<file path="src/rtl/mul_pkg.sv">
// mul_pkg
// Shared definitions for the sequential 8x8 multiplier:
//   - mul_state_e : controller states (MUL_IDLE, MUL_RUN, MUL_DONE)
//   - MUL_STEPS   : number of nibble-pair steps per product
//   - MUL_NIB     : nibble width fed to the 4x4 array
package mul_pkg;

    typedef enum logic [1:0] {
        MUL_IDLE = 2'd0,
        MUL_RUN  = 2'd1,
        MUL_DONE = 2'd2
    } mul_state_e;

    localparam int MUL_STEPS = 4;
    localparam int MUL_NIB   = 4;

endpackage

</file>
<file path="src/rtl/mul8x8_seq_if.sv">
// mul8x8_seq_if
// Request/result bundle between the ALU operand registers and the multiplier.
//   start : request a multiply (master -> slave)
//   a, b  : 8-bit unsigned operands, sampled when the request is accepted
//   busy  : multiply in progress
//   done  : one-cycle pulse, res valid from this cycle on
//   res   : 16-bit product, held until the next done
//   state : controller state, exported for observation
//
// Handshake: start acts as "valid" and !busy acts as "ready". A request is
// accepted on a rising edge where start=1 and busy=0; a and b are captured
// on that same edge and may change freely afterwards. start while busy=1 is
// dropped without any indication. Each accepted request produces exactly one
// done pulse unless reset intervenes.
interface mul8x8_seq_if;
    import mul_pkg::*;

    logic        start;
    logic [7:0]  a;
    logic [7:0]  b;
    logic        busy;
    logic        done;
    logic [15:0] res;
    mul_state_e  state;

    modport master (
        output start, a, b,
        input  busy, done, res, state
    );

    modport slave (
        input  start, a, b,
        output busy, done, res, state
    );
endinterface

</file>
<file path="src/rtl/fadder.sv">
// fadder
// Parameterised adder/subtractor.
//   a, b       : WIDTH-bit operands
//   sub_enable : 1 computes a - b (b inverted, caller supplies carry_in=1)
//   carry_in   : carry into bit 0
//   sum        : WIDTH-bit result
//   carry_out  : carry out of the top bit
module fadder #(
    parameter int WIDTH = 16
) (
    input  logic [WIDTH-1:0] a,
    input  logic [WIDTH-1:0] b,
    input  logic             sub_enable,
    input  logic             carry_in,
    output logic [WIDTH-1:0] sum,
    output logic             carry_out
);
    logic [WIDTH-1:0] b_eff;

    assign b_eff = sub_enable ? ~b : b;
    assign {carry_out, sum} = {1'b0, a} + {1'b0, b_eff} + {{WIDTH{1'b0}}, carry_in};
endmodule

</file>
<file path="src/rtl/mul4x4.sv">
// mul4x4
// Combinational 4x4 unsigned nibble multiplier.
//   a, b : 4-bit unsigned operands
//   p    : 8-bit product
module mul4x4 (
    input  logic [3:0] a,
    input  logic [3:0] b,
    output logic [7:0] p
);
    assign p = {4'h0, a} * {4'h0, b};
endmodule

</file>
<file path="src/rtl/mul8x8_seq.sv">
// mul8x8_seq
// Sequential 8x8 unsigned multiplier built on a single 4x4 array. One nibble
// pair is multiplied per cycle and the shifted partial products are summed
// into a 16-bit accumulator; the fourth step writes the result directly.
//   clk : rising-edge clock
//   rst : synchronous active-high reset
//   bus : mul8x8_seq_if slave (start/a/b in; busy/done/res/state out)
module mul8x8_seq
    import mul_pkg::*;
(
    input  logic        clk,
    input  logic        rst,
    mul8x8_seq_if.slave bus
);
    mul_state_e           state_q;
    logic [1:0]           step_q;
    logic [7:0]           ra_q;
    logic [7:0]           rb_q;
    logic [15:0]          acc_q;
    logic [15:0]          res_q;
    logic                 busy_q;
    logic                 done_q;

    logic [MUL_NIB-1:0]   a_nib;
    logic [MUL_NIB-1:0]   b_nib;
    logic [7:0]           p;
    logic [15:0]          p_shifted;
    logic [15:0]          acc_d;
    logic                 carry_unused;

    // step[0] picks the a half, step[1] the b half. The weight of a partial
    // product is 4 * (number of high nibbles involved).
    always_comb begin
        a_nib = step_q[0] ? ra_q[2*MUL_NIB-1:MUL_NIB] : ra_q[MUL_NIB-1:0];
        b_nib = step_q[1] ? rb_q[2*MUL_NIB-1:MUL_NIB] : rb_q[MUL_NIB-1:0];
        case (step_q)
            2'd0:    p_shifted = {8'h00, p};
            2'd3:    p_shifted = {p, 8'h00};
            default: p_shifted = {4'h0, p, 4'h0};
        endcase
    end

    mul4x4 u_mul4x4 (
        .a (a_nib),
        .b (b_nib),
        .p (p)
    );

    // 0xFF*0xFF fits in 16 bits, so the carry out is never set.
    fadder #(.WIDTH(16)) u_acc_add (
        .a          (acc_q),
        .b          (p_shifted),
        .sub_enable (1'b0),
        .carry_in   (1'b0),
        .sum        (acc_d),
        .carry_out  (carry_unused)
    );

    always_ff @(posedge clk) begin
        if (rst) begin
            state_q <= MUL_IDLE;
            step_q  <= 2'd0;
            ra_q    <= 8'h00;
            rb_q    <= 8'h00;
            acc_q   <= 16'h0000;
            res_q   <= 16'h0000;
            busy_q  <= 1'b0;
            done_q  <= 1'b0;
        end else begin
            case (state_q)
                MUL_IDLE, MUL_DONE: begin
                    done_q <= 1'b0;
                    if (bus.start) begin
                        ra_q    <= bus.a;
                        rb_q    <= bus.b;
                        acc_q   <= 16'h0000;
                        step_q  <= 2'd0;
                        busy_q  <= 1'b1;
                        state_q <= MUL_RUN;
                    end else begin
                        busy_q  <= 1'b0;
                        state_q <= MUL_IDLE;
                    end
                end
                MUL_RUN: begin
                    acc_q  <= acc_d;
                    step_q <= step_q + 2'd1;
                    if (step_q == 2'(MUL_STEPS - 1)) begin
                        // Last step bypasses acc so res lands on this edge.
                        res_q   <= acc_d;
                        busy_q  <= 1'b0;
                        done_q  <= 1'b1;
                        state_q <= MUL_DONE;
                    end
                end
                default: begin
                    busy_q  <= 1'b0;
                    done_q  <= 1'b0;
                    state_q <= MUL_IDLE;
                end
            endcase
        end
    end

    assign bus.busy  = busy_q;
    assign bus.done  = done_q;
    assign bus.res   = res_q;
    assign bus.state = state_q;
endmodule

</file>
<file path="src/flat_wrapper.sv">
// flat-port wrapper written by rule: the top's interface ports become plain ports
module mul8x8_seq_flat import mul_pkg::*;
  (clk, rst, bus_start, bus_a, bus_b, bus_busy, bus_done, bus_res, bus_state);
  mul8x8_seq_if bus_i ();
  input  logic clk;
  input  logic rst;
  input wire logic [$bits(bus_i.start)-1:0] bus_start;
  input wire logic [$bits(bus_i.a)-1:0] bus_a;
  input wire logic [$bits(bus_i.b)-1:0] bus_b;
  output wire logic [$bits(bus_i.busy)-1:0] bus_busy;
  output wire logic [$bits(bus_i.done)-1:0] bus_done;
  output wire logic [$bits(bus_i.res)-1:0] bus_res;
  output wire logic [$bits(bus_i.state)-1:0] bus_state;
  assign bus_i.start = bus_start;
  assign bus_i.a = bus_a;
  assign bus_i.b = bus_b;
  assign bus_busy = bus_i.busy;
  assign bus_done = bus_i.done;
  assign bus_res = bus_i.res;
  assign bus_state = bus_i.state;
  mul8x8_seq u_core (.clk(clk), .rst(rst), .bus(bus_i));
endmodule
</file>
<file path="config.mk">
export PLATFORM = sky130hd
export DESIGN_NAME = mul8x8_seq_flat
export DESIGN_NICKNAME = d
export VERILOG_FILES = /design/src/rtl/mul_pkg.sv /design/src/rtl/mul8x8_seq_if.sv /design/src/rtl/fadder.sv /design/src/rtl/mul4x4.sv /design/src/rtl/mul8x8_seq.sv /design/src/flat_wrapper.sv
export SDC_FILE = /design/constraint.sdc
export NUM_CORES = 1
export LEC_CHECK = 0
export CORE_MARGIN = 2
export CORE_UTILIZATION = 57
export DETAILED_ROUTE_END_ITERATION = 6
export GPL_TIMING_DRIVEN = 0
export PLACE_DENSITY = 0.81
export SYNTH_ARGS = -nofsm -noshare
export SYNTH_HDL_FRONTEND = slang
export SYNTH_SLANG_ARGS = --single-unit
export TNS_END_PERCENT = 1
</file>
<file path="constraint.sdc">
create_clock -name clk -period 7 [get_ports clk]
set_clock_uncertainty 0.05 [all_clocks]
set_input_delay 0.7 -clock clk [delete_from_list [all_inputs] [get_ports clk]]
set_output_delay 0.7 -clock clk [all_outputs]
set_load 0.1 [all_outputs]
</file>
# Word-level counts from Yosys, hierarchy flattened
# Index checks and enable logic that the tools add are counted.
# op_classes
muxes	13
bitwise	1
eq_ne	5
reduce_logical	8
div_mod_pow	0
n_lt_le_gt_ge	0
addsub	2
multipliers	1
shift	0
# ops
operator	count
one-hot mux 16 bit (2 select lines)	2
adder 16 bit	1
two-way mux 16 bit	1
multiplier 4 x 4 -> 8 bit	1
two-way mux 4 bit	2
one-hot mux 2 bit (2 select lines)	2
AND reduction 2 bit	3
== test 2 bit, second input constant	2
logical NOT 2 bit	2
two-way mux 2 bit	2
OR reduction 2 bit	2
two-way mux 1 bit	3
adder 2 x 1 -> 2 bit, second input constant	1
== test 2 x 1 -> 1 bit, second input constant	1
!= test 2 x 1 -> 1 bit, second input constant	1
!= test 2 bit, second input constant	1
one-hot mux 1 bit (2 select lines)	1
nonzero test 2 bit	1
inverter 1 bit	1
# totals
mem_bits_rw	0
word_cells	38
mem_bits_ro	0
output_inout_bits	20
latchBits	0
input_bits	19
n_memories	0
register_bits	54

# Longest topological paths before layout
# Gate-level depths: netlist (run 1).
# depth
word_depth	5
mapped_depth	20
mapped_depth_nobuf	19

# By module
# A second synthesis (run 1) with hierarchy kept.
# hier_totals
cells_unflattened	457
hier_area_um2	3965.1
# modules_own_cells
mod	cells_per_inst	n_inst	area_each_um2
mul8x8_seq	284	1	2587.5
fadder	122	1	929.6
mul4x4	51	1	447.9

# Worst setup path after synthesis (run 1)
# OpenSTA, ideal clock, no wires.
# synth_path
kind	register to register
start	reg u_core.step_q[1]
end	reg u_core.res_q[15] (netlist: u_core.bus.res[15])
t_arrival_ns	4.994
path_stages_with_launch	21
setup_slack_ns	1.839
cell_sequence	dfxtp_1 -> clkbuf_1 -> mux2i_1 -> or2_2 -> fa_1 -> inv_1 -> fa_1 -> ha_1 -> a211oi_1 -> nor2_1 -> o21a_1 -> nor2_1 -> xor2_1 -> o22ai_1 -> ha_1 -> and3_4 -> o2bb2ai_2 -> or2_4 -> a2111oi_4 -> xor3_1 -> a32o_1
# synth_via
elab_chain_len	4
word_cells_on_any_way	7
classes_between	add/sub (1); mul (1); eq/ne (1); mux (2); reduce/logical (2)
# synth_rtl
item	line_no	rtl
start, declared	mul8x8_seq.sv:16	logic [1:0] step_q;
start signal, assigned	mul8x8_seq.sv:87	step_q <= step_q + 2'd1;
two-way mux 4 bit	mul8x8_seq.sv:35	b_nib = step_q[1] ? rb_q[2*MUL_NIB-1:MUL_NIB] : rb_q[MUL_NIB-1:0];
multiplier 4 x 4 -> 8 bit	mul4x4.sv:10	assign p = {4'h0, a} * {4'h0, b};
one-hot mux 16 bit (2 select lines)	mul8x8_seq.sv:36	case (step_q)
adder 16 bit	fadder.sv:21	assign {carry_out, sum} = {1'b0, a} + {1'b0, b_eff} + {{WIDTH{1'b0}}, carry_in};
end signal, assigned	mul8x8_seq.sv:66	res_q <= 16'h0000;
end signal, assigned	mul8x8_seq.sv:90	res_q <= acc_d;
end, declared	mul8x8_seq.sv:20	logic [15:0] res_q;
# Parallel ways exist; a longest one is shown, timed or not.
# A chain may end at the register's enable or synchronous reset.

# Worst setup path after layout (run 1)
# Same ends and word-level chain as after synthesis.

==> results of run 1 <==
Yosys cell counts, drive strengths merged, types with 3 or more instances:
cell	instances
nor3	8
xnor2	4
nand3b	4
nand2b	4
or3	3
nand3	14
a31oi	3
o21a	10
a21o	8
xor2	7
a22o	7
a21oi	39
mux2i	9
fa	5
inv	17
o31ai	4
and2	7
o21ai	17
buf	5
ha	29
and3	7
clkbuf	16
nor2b	5
a211oi	3
or2	5
or4	3
nand2	70
nor2	31
dfxtp	54
where the power goes:
group          total, mW  leakage [nW]  switching, mW  internal [mW]
Sequential         0.319         0.438        0.00442          0.315
Clock              0.214        0.0514          0.107          0.107
Combinational     0.0817          1.18         0.0520         0.0296
Total              0.615          1.67          0.164          0.451
flip-flops by register name, summed over array words and instances, names as in the netlist:
signal,flops
u_core.acc_q,16
u_core.bus.res,16
u_core.ra_q,8
u_core.rb_q,8
u_core.bus.state,2
u_core.step_q,2
u_core.bus.busy,1
u_core.bus.done,1
stage by stage:
step / std cells / utilization (%) / power (mW) / worst slack [ns]
2_1_floorplan: 427 / - / 0.379 / 1.84
4_1_cts: 547 / 68.9 / 0.617 / 1.24
3_5_place_dp: 539 / 67.0 / 0.407 / 1.29
6_report: 547 / 68.9 / 0.615 / 1.24
5_1_grt: 547 / 68.9 / 0.638 / 0.978
3_3_place_gp: 539 / 67.0 / 0.405 / 1.35
final cells by class:
| type | instances | area (sq um) | share of cell area (%) |
|---|---|---|---|
| well taps | 75 | 93.8 | 2.30 |
| plain buffers | 21 | 82.6 | 2.02 |
| flip-flops and latches | 54 | 1080 | 26.5 |
| clock buffers | 6 | 72.6 | 1.78 |
| clock inverters | 2 | 37.5 | 0.920 |
| multi-input cells | 335 | 2280 | 55.8 |
| inverters | 17 | 63.8 | 1.56 |
| repair buffers | 37 | 370 | 9.08 |
metal layers:
metal	vias up	GRT usage (%)	wire length, microns
met5	-	0	0
met4	0	8.50	193
met3	20	4.57	449
met2	98	46.2	4080
met1	1492	34.2	3840
li1	1604	-	-
worst register-to-register path: stages, from the launching register on:
cell	delay, ns
dfxtp_1	0.36
clkbuf_1	0.37
mux2i_1	0.22
or2_2	0.33
fa_1	0.54
inv_1	0.05
fa_1	0.51
ha_1	0.34
a211oi_1	0.24
nor2_1	0.11
o21a_1	0.17
nor2_1	0.11
xor2_1	0.24
o22ai_1	0.12
ha_1	0.39
and3_4	0.21
o2bb2ai_2	0.14
or2_4	0.26
a2111oi_4	0.41
xor3_1	0.29
a32o_1	0.21
worst paths after layout:
check | end | slack (ns) | cells past startpoint
worst max-delay path | u_core.bus.res[15]$_SDFFE_PP0P_ | 1.24 | 20
worst min-delay path | u_core.acc_q[14]$_SDFFE_PP0P_ | 0.41 | 2
worst max register to register | u_core.bus.res[15]$_SDFFE_PP0P_ | 1.24 | 20
worst min register to register | u_core.acc_q[14]$_SDFFE_PP0P_ | 0.41 | 2
kinds of logic after synthesis:
logic type      count (synthesis)
compound gates                109
simple gates                  169
xor+xnor                       12
fa+ha+maj                      34
flops                          54
buf+inv                        38
mux                            11
==> metrics.txt, run 1 <==
status=completed; root buffer cell=clkbuf_8; syn nets=480; area share of the largest cell type after synthesis=30.8%; Max Cap Viol=0; max-slew violations=0; min-delay src=u_core.acc_q[14]$_SDFFE_PP0P_; top_reg_cell synth=dfxtp_1; share of cells above drive strength 1=6.36%; Crit path largest cell delay=approximately 0.54 ns; Worst Setup Start Kind=flop; Tightest Pin Transition=0.975 ns; crit path launch=u_core.step_q[1]$_SDFFE_PP0P_; CTS tree=yes; grt ovf=0; mux contribution to synthesized area=roughly 3.2%; initial antenna violation count=0; GPL Wtd Cong=0.934; CTS clk-pin slew, worst paths=about 0.10 ns; post-synthesis compound-gate area fraction=a little over a fifth; VDD IR-drop max=0.105 mV; vias in the first global route=3089; first drt pass iteration count=5; post-synthesis simple-gate area fraction=23.2%; Peak Freq=around 0.17 GHz; critical path, cell by cell=clkbuf_1 > mux2i_1 > or2_2 > fa_1 > inv_1 > fa_1 > ha_1 > a211oi_1 > nor2_1 > o21a_1 > nor2_1 > xor2_1 > o22ai_1 > ha_1 > and3_4 > o2bb2ai_2 > or2_4 > a2111oi_4 > xor3_1 > a32o_1; # nets final=between 500 and 600; Synth Area in XOR/XNOR=under 10%; port buffer count=37; Area growth, synth to finish=16.4%; drt drc=0; Post-CTS Setup Bufs=0; CP Max Fanout=7; Hold Path Class=flop to flop; synth unique cells=62; GRT Util Overall=26.9%; CP Class=flop to flop; Rows=28; Adder-Cell Fraction of Synth Area=13.2%; Tmin final=approximately 5.8 ns; Slowest cell on crit path=fa_1; Clock Sinks=54; Synth Register Bits=54; post-synthesis average cell area=8.21 sq um; unrepaired setup endpoints after global routing=no; post-route ant nets=0; Hold-fix buffers, CTS=0; Async SR Flop Fraction=0%; register area share after synthesis=30.8%; Die Y=82.4 microns; WP buf/inv=2; commonest non-fill, non-tap cell in the layout=nand2_1; Setup violations, final=0; Initial Util=59.2%; Clk Latency, worst-skew pair=about 0.31 ns; Pwr Density=between 150 and 200 nW/um^2; number of gates resized after CTS=0; setup TNS=0 ns; Core ar.=just under 6000 sq um; cell family with most CP delay=adder cells; Leak=1.67 nW; Post-synth EDFFs=0; die area=6790 sq um; largest area contributor in the netlist=dfxtp_1; fillcell total=498; CP Data Arrival Time=5.92 ns; CTS buffer count=5; critical path data required time=7.16 ns; Routed WL=8570 microns; initial drt markers=164; Rel. slew slack=a little over a third; CTS H-Tree Depth=2; antenna cells=0; first-pass GRT wire length=14100 microns; Ports=39; Final period util=82.3%; Fin. Hold Viols=0; largest family of logic cells by synthesized area=simple AND/OR/NAND/NOR gates; fin area=4080 sq um; Cells after Synth=427; Synth area leaders=dfxtp_1, ha_1, nand2_1; Mapped Area=3500 sq um; die width=82.4 microns; Yosys warning count=0; per-cell routed wire length=approximately 16 microns; dpl cell area=between 3000 and 4000 sq um; Via-to-Cell Ratio=about 6; Post-DP HPWL=6500 microns; Critical Path End Type=flop; largest net degree at the start of global routing=17; worst flop-to-flop path startpoint=u_core.step_q[1]$_SDFFE_PP0P_; commonest cells after routing, fill and taps aside=nand2_1, dfxtp_1, a21oi_1; DR vias=between 3000 and 4000; Clock Path Buffers=2; hold_ws=0.412 ns
Power figures use the tool's default switching activity.
==> run 2: changes to the inputs <==
==> constraint.sdc (replaced) <==
create_clock -name clk -period 5.4 [get_ports clk]
set_clock_uncertainty 0.05 [all_clocks]
set_input_delay 0.54 -clock clk [delete_from_list [all_inputs] [get_ports clk]]
set_output_delay 0.54 -clock clk [all_outputs]
set_load 0.1 [all_outputs]
==> metrics.txt, run 2 (synthesis results as in run 1) <==
status=completed (unchanged); Rows=28 (unchanged); Clock Sinks=54 (unchanged); first drt pass iteration count=5 (unchanged); die width=82.4 microns (unchanged); initial drt markers=177 (was 164); Post-DP HPWL=6500 microns (unchanged); Via-to-Cell Ratio=5.89 (was 5.88); per-cell routed wire length=16.0 microns (was 15.7 microns); critical path, cell by cell=clkbuf_8 > mux2i_2 > or2_2 > fa_1 > inv_1 > fa_1 > ha_4 > a211oi_2 > nor2_1 > o21a_1 > nor2_1 > xor2_1 > o22ai_1 > ha_2 > and3_4 > o2bb2ai_2 > or2_4 > a2111oi_4 > buf_4 > mux2_2 > o211ai_1 (was clkbuf_1 > mux2i_1 > or2_2 > fa_1 > inv_1 > fa_1 > ha_1 > a211oi_1 > nor2_1 > o21a_1 > nor2_1 > xor2_1 > o22ai_1 > ha_1 > and3_4 > o2bb2ai_2 > or2_4 > a2111oi_4 > xor3_1 > a32o_1); final worst slack=0.133 ns (was 1.24 ns); Rel. slew slack=34.8% (about the same); Worst Setup Start Kind=flop (unchanged); antenna cells=0 (unchanged); Ports=39 (unchanged); Max Cap Viol=0 (unchanged); first-pass GRT wire length=14300 microns (was 14100 microns); CTS clk-pin slew, worst paths=0.10 ns (about the same); Slowest cell on crit path=fa_1 (unchanged); unrepaired setup endpoints after global routing=yes (was no); CP Max Fanout=7 (unchanged); DR vias=3263 (was 3214); placed cells=539 (unchanged); grt ovf=0 (unchanged); CTS tree=yes (unchanged); GRT Util Overall=27.4% (was 26.9%); commonest non-fill, non-tap cell in the layout=nand2_1 (unchanged); Area growth, synth to finish=20.1% (was 16.4%); Setup violations, final=0 (unchanged); Leak=1.71 nW (was 1.67 nW); r2r setup slk=0.13 ns (was 1.24 ns); initial antenna violation count=0 (unchanged); root buffer cell=clkbuf_8 (unchanged); hold_ws=0.411 ns (was 0.412 ns); vias in the first global route=3131 (was 3089); Clk Latency, worst-skew pair=0.31 ns (about the same); setup slack at placement=-0.313 ns (was 1.29 ns); Crit path largest cell delay=0.61 ns (was 0.54 ns); CTS H-Tree Depth=2 (unchanged); Tmin final=5.27 ns (was 5.76 ns); Hold Path Class=flop to flop (unchanged); Final period util=97.5% (was 82.3%); critical path data required time=5.59 ns (was 7.16 ns); Die Y=82.4 microns (unchanged); die area=6790 sq um (unchanged); drt drc=0 (unchanged); Pwr Density=191 nW/um^2 (was 151 nW/um^2); GPL Wtd Cong=0.934 (unchanged); CTS buffer count=5 (unchanged); commonest cells after routing, fill and taps aside=nand2_1, dfxtp_1, a21oi_1 (unchanged); Peak Freq=0.190 GHz (was 0.174 GHz); final non-filler cell total=554 (was 547); R2R Path End=u_core.acc_q[15]$_SDFFE_PP0P_ (was u_core.bus.res[15]$_SDFFE_PP0P_); post-route ant nets=0 (unchanged); setup TNS=0 ns (unchanged); Reg2Reg Depth=21 (was 20); max-slew violations=0 (unchanged); Tightest Pin Transition=0.975 ns (about the same); CP Data Arrival Time=5.46 ns (was 5.92 ns); # nets final=531 (was 524); Initial Util=59.2% (unchanged); Routed WL=8860 microns (was 8570 microns); worst hold stages=2 (unchanged); Clock Path Buffers=2 (unchanged); Critical Path End Type=flop (unchanged); port buffer count=37 (unchanged); VDD IR-drop max=0.136 mV (was 0.105 mV); Hold-fix buffers, CTS=0 (unchanged); largest net degree at the start of global routing=17 (unchanged); CP Class=flop to flop (unchanged); min-delay src=u_core.bus.res[6]$_SDFFE_PP0P_ (was u_core.acc_q[14]$_SDFFE_PP0P_); share of cells above drive strength 1=10.4% (was 6.36%); Fin. Hold Viols=0 (unchanged); worst flop-to-flop path startpoint=u_core.step_q[1]$_SDFFE_PP0P_ (unchanged); WHS Endpoint=u_core.bus.res[6]$_SDFFE_PP0P_ (was u_core.acc_q[14]$_SDFFE_PP0P_); Core ar.=5920 sq um (unchanged)
[run 2: routing by layer]
layer	GRT usage, %	vias up	part of all wire, %
met5	0	-	0
met4	8.83	0	2.3
met3	4.57	20	5.6
met2	46.9	108	48
met1	34.8	1520	44
li1	-	1615	-
[run 2: layout make-up]
| cell class | instances | area, sq um |
|---|---|---|
| sequential | 54 | 1080 |
| multi-input combinational | 335 | 2340 |
| buffer | 20 | 88.8 |
| clock buffer | 6 | 72.6 |
| inverter | 17 | 63.8 |
| timing repair buffer | 45 | 430 |
| clock inverter | 2 | 37.5 |
| fill | 472 | 1710 |
| tap | 75 | 93.8 |
[run 2: what timing repair did]
item,CTS,global route
endpoints found under the hold margin,0,0
setup buffers,5,3
resized for setup,12,6
pin swaps,8,9
endpoints found under the setup margin,9,4
[run 2: worst max-delay path: cells and delay by family (launching register included)]
family          cells  cell delay [ns]
simple gates        5             0.94
xor+xnor            1             0.25
fa+ha+maj           4             1.68
flops               1             0.34
buf+inv             3             0.39
mux                 2             0.49
compound gates      6             1.04
[run 2: worst max-delay path by stage]
| stage | end | depth (start not counted) | from | slack [ns] |
|---|---|---|---|---|
| after CTS | u_core.bus.res[15]$_SDFFE_PP0P_ | 20 | u_core.step_q[1]$_SDFFE_PP0P_ | 0.01 |
| after floorplan | u_core.bus.res[15]$_SDFFE_PP0P_ | 20 | u_core.step_q[1]$_SDFFE_PP0P_ | 0.24 |
| final | u_core.acc_q[15]$_SDFFE_PP0P_ | 21 | u_core.step_q[1]$_SDFFE_PP0P_ | 0.13 |
| after detailed placement | u_core.bus.res[15]$_SDFFE_PP0P_ | 20 | u_core.step_q[1]$_SDFFE_PP0P_ | -0.31 |
| after global routing | u_core.acc_q[15]$_SDFFE_PP0P_ | 21 | u_core.step_q[1]$_SDFFE_PP0P_ | -0.07 |
| after global placement | u_core.bus.res[15]$_SDFFE_PP0P_ | 20 | u_core.step_q[1]$_SDFFE_PP0P_ | -0.25 |
[run 2: where the power goes]
group | switching (mW) | internal (mW)
logic | 0.0679 | 0.0412
clock network | 0.142 | 0.139
registers | 0.00740 | 0.408
[run 2: through the flow]
stage | area, sq um | utilization (%) | power [mW]
CTS | 4150 | 70.1 | 0.802
floorplan | 3500 | - | 0.492
detailed placement | 3970 | 67.0 | 0.527
global placement | 3970 | 67.0 | 0.525
finish | 4210 | 71.1 | 0.805
global route | 4210 | 71.1 | 0.834
==> run 3: changes to the inputs <==
--- a/config.mk
+++ b/config.mk
@@ -6,10 +6,12 @@
 export NUM_CORES = 1
 export LEC_CHECK = 0
 export CORE_MARGIN = 2
-export CORE_UTILIZATION = 57
+export CORE_UTILIZATION = 64
 export DETAILED_ROUTE_END_ITERATION = 6
+export DONT_BUFFER_PORTS = 1
 export GPL_TIMING_DRIVEN = 0
-export PLACE_DENSITY = 0.81
+export MAX_ROUTING_LAYER = met4
+export PLACE_DENSITY = 0.8
 export SYNTH_ARGS = -nofsm -noshare
 export SYNTH_HDL_FRONTEND = slang
 export SYNTH_SLANG_ARGS = --single-unit
==> metrics.txt, run 3 (synthesis results as in run 1) <==
Hold Path Class=primary input to flop (was flop to flop); grt ovf=0 (unchanged); Clock Path Buffers=2 (unchanged); per-cell routed wire length=17.4 microns (was 16.0 microns); Area growth, synth to finish=12.8% (was 20.1%); Leak=1.63 nW (was 1.71 nW); drt drc=0 (unchanged); Clock Sinks=54 (unchanged); clock share of power=39.7% (was 34.8%); VDD IR-drop max=0.184 mV (was 0.136 mV); port buffer count=0 (was 37); CTS clk-pin slew, worst paths=0.10 ns (about the same); Initial Util=67.3% (was 59.2%); post-route ant nets=0 (unchanged); CTS H-Tree Depth=2 (unchanged); initial antenna violation count=0 (unchanged); antenna cells=0 (unchanged); final worst slack=0.0820 ns (was 0.133 ns); Worst Setup Start Kind=flop (unchanged); CTS tree=yes (unchanged); critical path data required time=5.59 ns (about the same); Ports=39 (unchanged); # nets final=501 (was 531); Pwr Total=0.851 mW (was 0.805 mW); commonest non-fill, non-tap cell in the layout=nand2_1 (unchanged); die width=78 microns (was 82.4 microns); Post-DP HPWL=6180 microns (was 6500 microns); Fin. Hold Viols=0 (unchanged); sw frac=25.4% (was 26.9%); worst hold stages=2 (unchanged); P_int=0.635 mW (was 0.588 mW); commonest cells after routing, fill and taps aside=nand2_1, dfxtp_1, a21oi_1 (unchanged); CP Max Fanout=6 (was 7); Die Y=78 microns (was 82.4 microns); status=completed (unchanged); share of cells above drive strength 1=14.7% (was 10.4%); Routed WL=9050 microns (was 8860 microns); register share of total power=49.9% (was 51.6%); Setup violations, final=0 (unchanged); GRT Util Overall=29.4% (was 27.4%); Reg2Reg Depth=21 (unchanged); DR vias=3294 (was 3263); GPL Wtd Cong=0.960 (was 0.934); Rel. slew slack=29.0% (was 34.8%); die area=6080 sq um (was 6790 sq um); largest net degree at the start of global routing=17 (unchanged); first-pass GRT wire length=13900 microns (was 14300 microns); Tmin final=5.32 ns (was 5.27 ns); CTS buffer count=5 (unchanged); Comb pwr share=10.4% (was 13.6%); Tightest Pin Transition=1.06 ns (was 0.975 ns); Peak Freq=0.188 GHz (was 0.190 GHz); Max Cap Viol=0 (unchanged); CP Data Arrival Time=5.51 ns (was 5.46 ns); vias in the first global route=2986 (was 3131); Net Switching=0.216 mW (was 0.217 mW); root buffer cell=clkbuf_8 (unchanged); Pwr Density=215 nW/um^2 (was 191 nW/um^2); max-slew violations=0 (unchanged); Clk Latency, worst-skew pair=0.31 ns (about the same); Critical Path End Type=flop (unchanged); initial drt markers=298 (was 177); CP Class=flop to flop (unchanged); first drt pass iteration count=7 (was 5); Core ar.=5200 sq um (was 5920 sq um); Rows=26 (was 28); Via-to-Cell Ratio=6.35 (was 5.89); Final period util=98.5% (was 97.5%); setup slack at placement=-0.252 ns (was -0.313 ns)
## run 3: worst paths after layout
path / from / slack [ns] / endpoint
worst max-delay path: u_core.step_q[0]$_SDFFE_PP0P_ / 0.08 / u_core.acc_q[15]$_SDFFE_PP0P_
worst min-delay path: bus_a[4] / 0.31 / u_core.ra_q[4]$_SDFFE_PP0P_
worst max register to register: u_core.step_q[0]$_SDFFE_PP0P_ / 0.08 / u_core.acc_q[15]$_SDFFE_PP0P_
worst min register to register: u_core.acc_q[12]$_SDFFE_PP0P_ / 0.41 / u_core.acc_q[12]$_SDFFE_PP0P_
## run 3: metal layers
layer / vias up / global-route usage [%] / routed length, microns
met3: 36 / 5.00 / 654
met2: 152 / 45.3 / 4290
met1: 1551 / 39.2 / 3870
met5: - / - / 0
li1: 1555 / - / -
met4: 0 / 10.0 / 239
## run 3: per-stage QoR
stage	TNS (ns)	cells	util, %	area (sq um)	hold slack, ns
after floorplan	0	427	-	3500	0.382
after global placement	-0.625	497	69.0	3590	0.391
after detailed placement	-0.824	497	69.0	3590	0.396
after CTS	0	513	73.8	3840	0.304
after global routing	-0.0448	519	76.0	3950	0.317
final	0	519	76.0	3950	0.311
## run 3: final cells by class
type,instances,area (sq um)
plain buffers,20,88.8
clock buffers,6,82.6
clock inverters,2,60.1
fillers,394,1250
inverters,17,63.8
multi-input cells,335,2370
flip-flops and latches,54,1090
well taps,70,87.6
repair buffers,15,113
## run 3: repair_timing
action / 4_1_cts / 5_1_grt
hold buffers: 0 / 0
gates resized for setup: 13 / 15
setup endpoints to repair: 8 / 4
setup buffers: 9 / 6
pin swaps: 10 / 13
## run 3: power groups by stage
| stage | Combinational (mW) | Sequential (mW) | Clock (mW) |
|---|---|---|---|
| floorplan | 0.0617 | 0.430 | 0 |
| global placement | 0.0797 | 0.431 | 0 |
| detailed placement | 0.0812 | 0.432 | 0 |
| CTS | 0.0840 | 0.424 | 0.337 |
| global route | 0.0988 | 0.426 | 0.349 |
| finish | 0.0889 | 0.424 | 0.338 |
## run 3: critical path, cell delays in order (launching register included)
cell,delay [ns]
dfxtp_4,0.39
mux2i_1,0.24
or2_2,0.36
fa_1,0.49
inv_1,0.06
fa_1,0.60
inv_1,0.07
fa_2,0.35
inv_1,0.09
a21o_1,0.14
a21oi_1,0.08
xor2_1,0.27
o21ai_1,0.13
ha_1,0.34
and3_4,0.18
o2bb2ai_2,0.14
or2_4,0.26
a2111oi_4,0.35
buf_4,0.17
buf_4,0.11
mux2_2,0.32
o211ai_1,0.08
